## src/rtl/mm_round_ctrl.sv

```systemverilog
// mm_round_ctrl: Mastermind round controller.
// Sequences secret-code entry, guess entry, per-peg comparison and
// end-of-game detection from a single debounced load button.
// Optional build macro: MM_RESTART_EN. When it is defined, a press and
// release in WON or LOST starts a new game. When it is undefined, the
// end states are terminal until resetn is asserted.
module mm_round_ctrl #(
   parameter int N_PEGS      = 4,
   parameter int IDX_W       = 2,
   parameter int MAX_GUESSES = 10,
   parameter int CNT_W       = 4
) (
   input  logic              clk,
   input  logic              resetn,
   input  logic              load,
   input  logic              all_exact,
   output logic [N_PEGS-1:0] load_code,
   output logic [N_PEGS-1:0] load_guess,
   output logic              compare,
   output logic [IDX_W-1:0]  compare_i,
   output logic              result_done,
   output logic [CNT_W-1:0]  guess_count,
   output logic              game_won,
   output logic              game_over
);

   typedef enum logic [3:0] {
      S_LOAD_CODE      = 4'd0,
      S_LOAD_CODE_WAIT = 4'd1,
      S_GUESS          = 4'd2,
      S_GUESS_WAIT     = 4'd3,
      S_COMPARE        = 4'd4,
      S_RESULT_DONE    = 4'd5,
      S_WON            = 4'd6,
      S_LOST           = 4'd7,
      S_WON_WAIT       = 4'd8,
      S_LOST_WAIT      = 4'd9
   } state_t;

   localparam logic [IDX_W-1:0]  LAST_SLOT = IDX_W'(N_PEGS - 1);
   localparam logic [IDX_W-1:0]  SLOT_ZERO = {IDX_W{1'b0}};
   localparam logic [IDX_W-1:0]  SLOT_ONE  = {{(IDX_W-1){1'b0}}, 1'b1};
   localparam logic [CNT_W-1:0]  CNT_ZERO  = {CNT_W{1'b0}};
   localparam logic [CNT_W-1:0]  CNT_ONE   = {{(CNT_W-1){1'b0}}, 1'b1};
   localparam logic [CNT_W-1:0]  MAX_CNT   = CNT_W'(MAX_GUESSES);
   localparam logic [N_PEGS-1:0] PEG_ZERO  = {N_PEGS{1'b0}};
   localparam logic [N_PEGS-1:0] PEG_ONE   = {{(N_PEGS-1){1'b0}}, 1'b1};

   state_t             state_q, state_d;
   logic [IDX_W-1:0]   slot_q, slot_d;
   logic [CNT_W-1:0]   guess_count_q, guess_count_d;
   logic [CNT_W-1:0]   guess_inc;

   logic [N_PEGS-1:0]  load_code_q, load_code_d;
   logic [N_PEGS-1:0]  load_guess_q, load_guess_d;
   logic               compare_q, compare_d;
   logic [IDX_W-1:0]   compare_i_q, compare_i_d;
   logic               result_done_q, result_done_d;
   logic               game_won_q, game_won_d;
   logic               game_over_q, game_over_d;

   // Saturating increment of the guess counter; it can never wrap past MAX_GUESSES.
   always_comb begin
      if (guess_count_q < MAX_CNT) begin
         guess_inc = guess_count_q + CNT_ONE;
      end else begin
         guess_inc = guess_count_q;
      end
   end

   // Next-state logic: press moves to a WAIT state, release advances one slot.
   always_comb begin
      state_d       = state_q;
      slot_d        = slot_q;
      guess_count_d = guess_count_q;
      case (state_q)
         S_LOAD_CODE: begin
            if (load) begin
               state_d = S_LOAD_CODE_WAIT;
            end else begin
               state_d = S_LOAD_CODE;
            end
         end
         S_LOAD_CODE_WAIT: begin
            if (load) begin
               state_d = S_LOAD_CODE_WAIT;
            end else if (slot_q == LAST_SLOT) begin
               state_d = S_GUESS;
               slot_d  = SLOT_ZERO;
            end else begin
               state_d = S_LOAD_CODE;
               slot_d  = slot_q + SLOT_ONE;
            end
         end
         S_GUESS: begin
            if (load) begin
               state_d = S_GUESS_WAIT;
            end else begin
               state_d = S_GUESS;
            end
         end
         S_GUESS_WAIT: begin
            if (load) begin
               state_d = S_GUESS_WAIT;
            end else if (slot_q == LAST_SLOT) begin
               state_d = S_COMPARE;
               slot_d  = SLOT_ZERO;
            end else begin
               state_d = S_GUESS;
               slot_d  = slot_q + SLOT_ONE;
            end
         end
         S_COMPARE: begin
            if (slot_q == LAST_SLOT) begin
               state_d = S_RESULT_DONE;
               slot_d  = SLOT_ZERO;
            end else begin
               state_d = S_COMPARE;
               slot_d  = slot_q + SLOT_ONE;
            end
         end
         S_RESULT_DONE: begin
            slot_d        = SLOT_ZERO;
            guess_count_d = guess_inc;
            if (all_exact) begin
               state_d = S_WON;
            end else if (guess_inc == MAX_CNT) begin
               state_d = S_LOST;
            end else begin
               state_d = S_GUESS;
            end
         end
`ifdef MM_RESTART_EN
         S_WON: begin
            if (load) begin
               state_d = S_WON_WAIT;
            end else begin
               state_d = S_WON;
            end
         end
         S_LOST: begin
            if (load) begin
               state_d = S_LOST_WAIT;
            end else begin
               state_d = S_LOST;
            end
         end
         S_WON_WAIT, S_LOST_WAIT: begin
            if (load) begin
               state_d = state_q;
            end else begin
               state_d       = S_LOAD_CODE;
               slot_d        = SLOT_ZERO;
               guess_count_d = CNT_ZERO;
            end
         end
`else
         S_WON: begin
            state_d = S_WON;
         end
         S_LOST: begin
            state_d = S_LOST;
         end
`endif
         default: begin
            state_d = S_LOAD_CODE;
            slot_d  = SLOT_ZERO;
         end
      endcase
   end

   // Output decode from the next state so that every output leaves a flop.
   always_comb begin
      load_code_d   = PEG_ZERO;
      load_guess_d  = PEG_ZERO;
      compare_d     = 1'b0;
      compare_i_d   = SLOT_ZERO;
      result_done_d = 1'b0;
      game_won_d    = 1'b0;
      game_over_d   = 1'b0;
      case (state_d)
         S_LOAD_CODE: begin
            load_code_d = PEG_ONE << slot_d;
         end
         S_GUESS: begin
            load_guess_d = PEG_ONE << slot_d;
         end
         S_COMPARE: begin
            compare_d   = 1'b1;
            compare_i_d = slot_d;
         end
         S_RESULT_DONE: begin
            result_done_d = 1'b1;
         end
         S_WON, S_WON_WAIT: begin
            game_won_d  = 1'b1;
            game_over_d = 1'b1;
         end
         S_LOST, S_LOST_WAIT: begin
            game_over_d = 1'b1;
         end
         default: begin
            load_code_d = PEG_ZERO;
         end
      endcase
   end

   // State, slot, counter and output registers with asynchronous reset.
   always_ff @(posedge clk or negedge resetn) begin
      if (!resetn) begin
         state_q       <= S_LOAD_CODE;
         slot_q        <= SLOT_ZERO;
         guess_count_q <= CNT_ZERO;
         load_code_q   <= PEG_ONE;
         load_guess_q  <= PEG_ZERO;
         compare_q     <= 1'b0;
         compare_i_q   <= SLOT_ZERO;
         result_done_q <= 1'b0;
         game_won_q    <= 1'b0;
         game_over_q   <= 1'b0;
      end else begin
         state_q       <= state_d;
         slot_q        <= slot_d;
         guess_count_q <= guess_count_d;
         load_code_q   <= load_code_d;
         load_guess_q  <= load_guess_d;
         compare_q     <= compare_d;
         compare_i_q   <= compare_i_d;
         result_done_q <= result_done_d;
         game_won_q    <= game_won_d;
         game_over_q   <= game_over_d;
      end
   end

   assign load_code   = load_code_q;
   assign load_guess  = load_guess_q;
   assign compare     = compare_q;
   assign compare_i   = compare_i_q;
   assign result_done = result_done_q;
   assign guess_count = guess_count_q;
   assign game_won    = game_won_q;
   assign game_over   = game_over_q;

endmodule

```

## config.mk

```make
export PLATFORM = sky130hd
export DESIGN_NAME = mm_round_ctrl
export DESIGN_NICKNAME = d
export VERILOG_FILES = /design/src/rtl/mm_round_ctrl.sv
export SDC_FILE = /design/constraint.sdc
export NUM_CORES = 1
export LEC_CHECK = 0
export CAP_MARGIN = 5
export CORE_MARGIN = 2
export CORE_UTILIZATION = 50
export CTS_CLUSTER_SIZE = 10
export DETAILED_ROUTE_END_ITERATION = 16
export GPL_TIMING_DRIVEN = 0
export HOLD_SLACK_MARGIN = 0.05
export PLACE_DENSITY = 0.77
export SKIP_CTS_REPAIR_TIMING = 1
export SYNTH_ARGS = -nofsm -noshare
export SYNTH_HDL_FRONTEND = slang
export SYNTH_SLANG_ARGS = --single-unit
```

## constraint.sdc

```tcl
create_clock -name clk -period 3.4 [get_ports clk]
set_input_delay 0.34 -clock clk [delete_from_list [all_inputs] [get_ports clk]]
set_output_delay 0.34 -clock clk [all_outputs]
set_load 0.1 [all_outputs]
```

# After elaboration in Yosys (flattened, before gate mapping)
# Index checks and enable logic that the tools add are counted.
# classes
n_shift,1
n_reduce_logical,6
add_sub_neg,2
eq_ne,16
mux,21
order_cmp,1
# op_table
operator,count
"4-bit by 3-bit equality test with 1-bit output, second input constant",8
4-bit one-hot mux with 8 select lines,1
"4-bit by 2-bit equality test with 1-bit output, second input constant",3
"4-bit equality test, second input constant",3
3-bit 2-to-1 mux,4
4-bit 2-to-1 mux,3
2-bit 2-to-1 mux,5
4-bit zero test,2
4-bit OR reduction,2
1-bit 2-to-1 mux,7
2-bit one-hot mux with 3 select lines,1
"4-bit by 1-bit adder with 4-bit output, second input constant",1
"4-bit by 1-bit equality test with 1-bit output, second input constant",1
"4-bit < comparator, second input constant",1
2-bit OR reduction,2
"1-bit by 2-bit << shifter with 4-bit output, first input constant",1
"2-bit by 1-bit adder with 2-bit output, second input constant",1
"2-bit equality test, second input constant",1
# totals
word_cells,57
out_inout_bits,18
ff_bits,24
in_bits,4

# Logic depth before layout (Yosys ltp)
# Gate-level depths: netlist of run 1.
# depth
ltp_word,9
mapped_depth,6
depth_no_buf,6

# Least setup slack after synthesis of run 1
# OpenSTA, ideal clock, no wires.
# synth_path
path_kind,reg-to-reg
from,register guess_count_q[0] (netlist: guess_count[0])
to,register game_over_q (netlist: game_over)
setup_slack_ps,1120
setup_ps,67
synth_period_minus_slack_ps,2280
arrival_ps,2213
path_stages_with_launch,6
n_path_buf,0
cell_sequence,dfrtp_1 > ha_1 > nand4bb_1 > a211o_1 > a21boi_0 > and2_1
# synth_via
elab_chain_cells,9
# synth_lines
element,line,text
from (decl),51,"logic [CNT_W-1:0] guess_count_q, guess_count_d;"
from (signal assigned),224,guess_count_q <= guess_count_d;
4-bit by 1-bit adder with 4-bit output or 4-bit < comparator (tied branches),"65, 64",
4-bit 2-to-1 mux (*),64,if (guess_count_q < MAX_CNT) begin
4-bit equality test (*),127,end else if (guess_inc == MAX_CNT) begin
3-bit 2-to-1 mux (*),127,
3-bit 2-to-1 mux (*),125,if (all_exact) begin
4-bit one-hot mux with 8 select lines (*),76,case (state_q)
4-bit by 3-bit equality test with 1-bit output or 4-bit equality test (tied branches),181,case (state_d)
4-bit OR reduction (no source line) (*),n/a,
1-bit 2-to-1 mux (*),181,
named net game_over_d,60,"logic game_over_q, game_over_d;"
to (signal assigned),231,game_over_q <= game_over_d;
to (decl),60,
# Mark *: on every way through the listed nets, which the timed path passes. The rest lies on a longest branch.
# A chain may end at the register's enable or synchronous reset.

# Worst setup path after layout of run 1
# layout_path
from,register guess_count_q[1] (netlist: guess_count[1])
to,output guess_count[1]
# layout_lines
element,line,text
to (decl),22,"output logic [CNT_W-1:0] guess_count,"
# No word-level cell between the ends.

==> results of run 1 <==
[cell type report]
type / instances / area, µm²
fillers: 193 / 761
flip-flops and latches: 23 / 577
multi-input cells: 74 / 499
repair buffers: 21 / 210
plain buffers: 4 / 38.8
well taps: 28 / 35.0
clock buffers: 3 / 22.5
inverters: 5 / 18.8
clock inverters: 1 / 7.51
[per-layer routing]
layer / share of wire / up-vias / global-route usage
li1: - / 449 / -
met1: 0.48 / 441 / 0.288
met2: 0.47 / 19 / 0.293
met3: 0.033 / 5 / 0.0316
met4: 0.019 / 0 / 0.0921
met5: 0 / - / 0
[state kept, by name (all words and copies together) (netlist names)]
| register | flops |
|---|---|
| compare | 1 |
| compare_i | 2 |
| game_over | 1 |
| game_won | 1 |
| guess_count | 4 |
| load_code | 4 |
| load_guess | 4 |
| result_done | 1 |
| slot_q | 2 |
| state_q | 3 |
[per-stage QoR]
step / hold slack (ns) / utilization / worst slack, ns / std cells
2_1_floorplan: 0.0444 / - / 1.12 / 106
3_3_place_gp: 0.580 / 0.636 / 1.29 / 155
3_5_place_dp: 0.579 / 0.636 / 1.30 / 155
4_1_cts: 0.587 / 0.649 / 1.06 / 159
5_1_grt: 0.633 / 0.649 / 0.976 / 159
6_report: 0.552 / 0.649 / 1.07 / 159
[logic make-up (layout without fill, tap and decap cells)]
| group | Yosys count | in the layout | synth area share |
|---|---|---|---|
| DFF | 23 | 23 | 0.509 |
| xor gates and xnor gates | 1 | 1 | 0.00773 |
| and+or+nand+nor | 44 | 44 | 0.257 |
| AOI/OAI and AO/OA | 26 | 26 | 0.143 |
| buffers and inverters | 9 | 34 | 0.0508 |
| adders and majority gates | 2 | 2 | 0.0221 |
| muxes | 1 | 1 | 0.00993 |
[synthesized netlist by cell type, types with 2 or more instances]
master,n,area [µm²]
and2_1,3,18.8
and3_1,2,12.5
nor2b_1,3,18.8
o21ai_0,8,40.0
a21oi_2,2,17.5
a21oi_1,7,35.0
a21boi_0,2,15.0
nor4_1,8,50.1
inv_1,5,18.8
nand3b_1,2,15.0
nand3_1,3,15.0
ha_1,2,25.0
nand2b_1,2,12.5
nand2_1,6,22.5
a31oi_1,3,18.8
buf_6,3,33.8
dfrtp_1,22,551
nor3b_1,2,15.0
nor3_2,2,20.0
[worst max path at each step]
| stage | depth (start not counted) | to | slack [ns] |
|---|---|---|---|
| floorplan | 5 | game_over | 1.12 |
| global placement | 6 | load_guess[0] | 1.29 |
| detailed placement | 6 | load_code[2] | 1.30 |
| CTS | 1 | guess_count[1] | 1.06 |
| global route | 1 | guess_count[1] | 0.98 |
| finish | 1 | guess_count[1] | 1.07 |
==> impl_metrics.ini, run 1 <==
[run_status]
status = completed

[sta]
fin_crit_sh = 0.685
worst_pin_slew_ns = 0.988
setup_tns_ns = 0
setup_viol = 0
hold_viol_final = 0
drv_slew = 0
min_period_ns = 2.33
rsz0062_at_grt = false
max_clock_freq_ghz = 0.429
skew_ns = 0.00458
slew_headroom = 0.339

[finish]
layout.nets = 138
antennaDiodeCount = 0
final_common_cell = dfrtp_1
layout-drive-gt1-share = 0.122
stdcell_area_um2 = 1410
mostFrequentLayoutCells = 22 x dfrtp_1, 21 x clkdlybuf4s50_1, 8 x o21ai_0, 8 x nor4_1, 7 x a21oi_1
synthToLayoutAreaGrowth_pct = 24.3

[floorplan]
num_rows = 17
core_um2 = 2170
ios = 22
start_util = 0.522
design.die.area_um2 = 2660
die_w_um = 51.6
die_h_um = 51.6

[detailed_routing]
firstDrtPassIters = 4
via_per_inst = 5.75
wirelength_um = 2190
wl_per_cell_um = 13.8
drt_iter0_markers = 23
vias = 914
ant_nets = 0
drc = 0

[global_routing]
grt_max_degree = 24
overflow = 0
grt_pass1_vias = 870
grt_first_pass_wirelength_um = 3870
track_usage = 0.199
antenna_found_initial = 0

[placed_design]
place_area_um2 = 1380
port_buffers = 21
dp_hpwl_um = 1530
place_congestion = 0.856

[synth]
synth_ff_type = dfrtp_1
yosysUniqueCellTypes = 38
synth_seq_cells = 23
async_flop_share = 1.00
syn_area_um2 = 1130
ys_warn_count = 0
seq_area_frac_synth = 0.509
postSynthAreaPerCell_um2 = 10.7
syn-num-nets = 112
synth_edf_count = 0
syn_inst = 106

[worst_setup_path]
start_kind = flop
crit_family = buffers and inverters
crit_required_ns = 3.06
worstSetupPathType = reg -> out
timing.rr.end = game_over
critical-path-max-stage-delay_ns = 1.18
crit_chain = clkdlybuf4s50_1
rrSetupSlack_ns = 1.47
crit_buf_inv = 1
r2r_start = guess_count[0]
slowest_stage = clkdlybuf4s50_1
ff2ff_path_depth = 5
cp_max_fo = 9
critPathLaunch = guess_count[1]
crit_path_end_kind = output port
cp_data_arrival_time_ns = 1.99

[clock_network]
cts_buffer_depth = 2
clock-sinks = 23
htree_levels = 1
clk_latency_ns = 0.32
clk_root_buffer_cell = clkbuf_4
cts_buffers = 3
cts_tree = yes
clk_pin_slew_worst_paths_ns = 0.13

[flow_run]
cap_viol_max_count = 0

[worst_hold_path]
min_path_type = in -> async
Power of run 1 is left out: the tool's default activity adds up to more than one toggle a clock period on the data nets, which glitch-free logic cannot reach.
==> run 2, diff against run 1 <==
clock period = 2.37 ns   (was 3.4 ns; I/O delays follow)
==> results of run 2 <==
The final DEF is identical to that of run 1. Status: completed.
Main changes from that run: setup slack after placement 1.30 ns -> 0.375 ns; setup slack after layout 1.07 ns -> 0.143 ns; hold slack 0.552 ns -> 0.449 ns; register-to-register setup slack 1.47 ns -> 0.44 ns
Power of run 2 is left out for the same reason.
==> run 3, diff against run 2 <==
CORE_MARGIN = default   (was 2)
==> impl_metrics.ini, run 3 (synthesis gave the netlist of run 1 again) <==
[detailed_routing]
firstDrtPassIters = 11
ant_nets = 0
drc = 0
drt_iter0_markers = 15
met2_wirelength_um = 1070
routed-wl-met3_um = 77
wirelength_um = 2270
wl_per_cell_um = 14.4
via_per_inst = 5.74
routed.top_layer = met4
vias = 907
met1Wirelength_um = 1080

[clock_network]
clk_root_buffer_cell = clkbuf_4
clk_pin_slew_worst_paths_ns = 0.12
htree_levels = 1
cts_buffers = 3
cts_tree = yes
cts_buffer_depth = 2
clk_latency_ns = 0.31
clock-sinks = 23

[floorplan]
die_h_um = 49.6
start_util = 0.555
ios = 22
design.die.area_um2 = 2460
core_um2 = 2040
die_w_um = 49.6
num_rows = 16

[sta]
setup_viol = 0
worst_pin_slew_ns = 0.973
max_clock_freq_ghz = 0.450
slew_headroom = 0.349
skew_ns = 0.00264
rsz0062_at_grt = false
setup_tns_ns = 0
min_period_ns = 2.22
hold_viol_final = 0
holdWs_ns = 0.451
drv_slew = 0
fin_crit_sh = 0.938

[finish]
final_common_cell = dfrtp_1
mostFrequentLayoutCells = 22 x dfrtp_1, 21 x clkdlybuf4s50_1, 8 x o21ai_0, 8 x nor4_1, 7 x a21oi_1
synthToLayoutAreaGrowth_pct = 23.8
ff_latch_area_um2 = 577
layout.nets = 138
layout-drive-gt1-share = 0.115
multi_input_area_um2 = 499
fin_cells = 158
stdcell_area_um2 = 1400
nFillCells = 174
antennaDiodeCount = 0

[worst_setup_path]
cp_data_arrival_time_ns = 1.99
slowest_stage = clkdlybuf4s50_1
start_kind = flop
worstSetupPathType = reg -> out
critical-path-max-stage-delay_ns = 1.18
crit_buf_inv = 1
cp_max_fo = 8
crit_path_end_kind = output port
crit_family = buffers and inverters
crit_chain = clkdlybuf4s50_1
rrSetupSlack_ns = 0.38
crit_required_ns = 2.13

[placed_design]
dp_hpwl_um = 1600
placed_cells = 154
place_area_um2 = 1380
place_congestion = 0.825
port_buffers = 21

[global_routing]
overflow = 0
grt_pass1_vias = 865
grt_max_degree = 24
antenna_found_initial = 0
track_usage = 0.212
grt_first_pass_wirelength_um = 4020

[worst_hold_path]
min_path_type = in -> async

[flow_run]
cap_viol_max_count = 0

[run_status]
status = completed
-- run 3: cell types whose count changed in the layout (fill, tap and decap cells not counted) --
cell	change
clkbuf_1	+1
clkinvlp_4	-1
-- run 3: path summary, 6_finish.rpt --
path | from | endpoint | depth (start not counted)
setup / recovery | guess_count[3] | guess_count[3] | 1
hold / removal | resetn | load_guess[0] | 1
setup reg to reg | slot_q[0] | load_code[1] | 5
hold reg to reg | guess_count[0] | guess_count[0] | 1
max in group asynchronous | resetn | compare_i[0] | 1
min in group clk | all_exact | state_q[0] | 2
-- run 3: final cells by class --
cell class | instances | area share
multi-input cells | 74 | 0.356
clock buffers | 4 | 0.0187
inverters | 5 | 0.0134
plain buffers | 4 | 0.0276
well taps | 27 | 0.0241
flip-flops and latches | 23 | 0.411
repair buffers | 21 | 0.150
-- run 3: metal layers --
metal | track usage | vias up
met5 | 0 | -
met1 | 0.289 | 433
met4 | 0.0714 | 0
met2 | 0.354 | 25
met3 | 0.0185 | 4
li1 | - | 445
-- run 3: stage by stage --
stage,worst slack [ns],utilization
after floorplan,0.0898,-
after global placement,0.414,0.675
after detailed placement,0.326,0.675
after CTS,0.142,0.688
after global routing,0.0760,0.688
final,0.147,0.688
Power of run 3 is left out for the same reason.
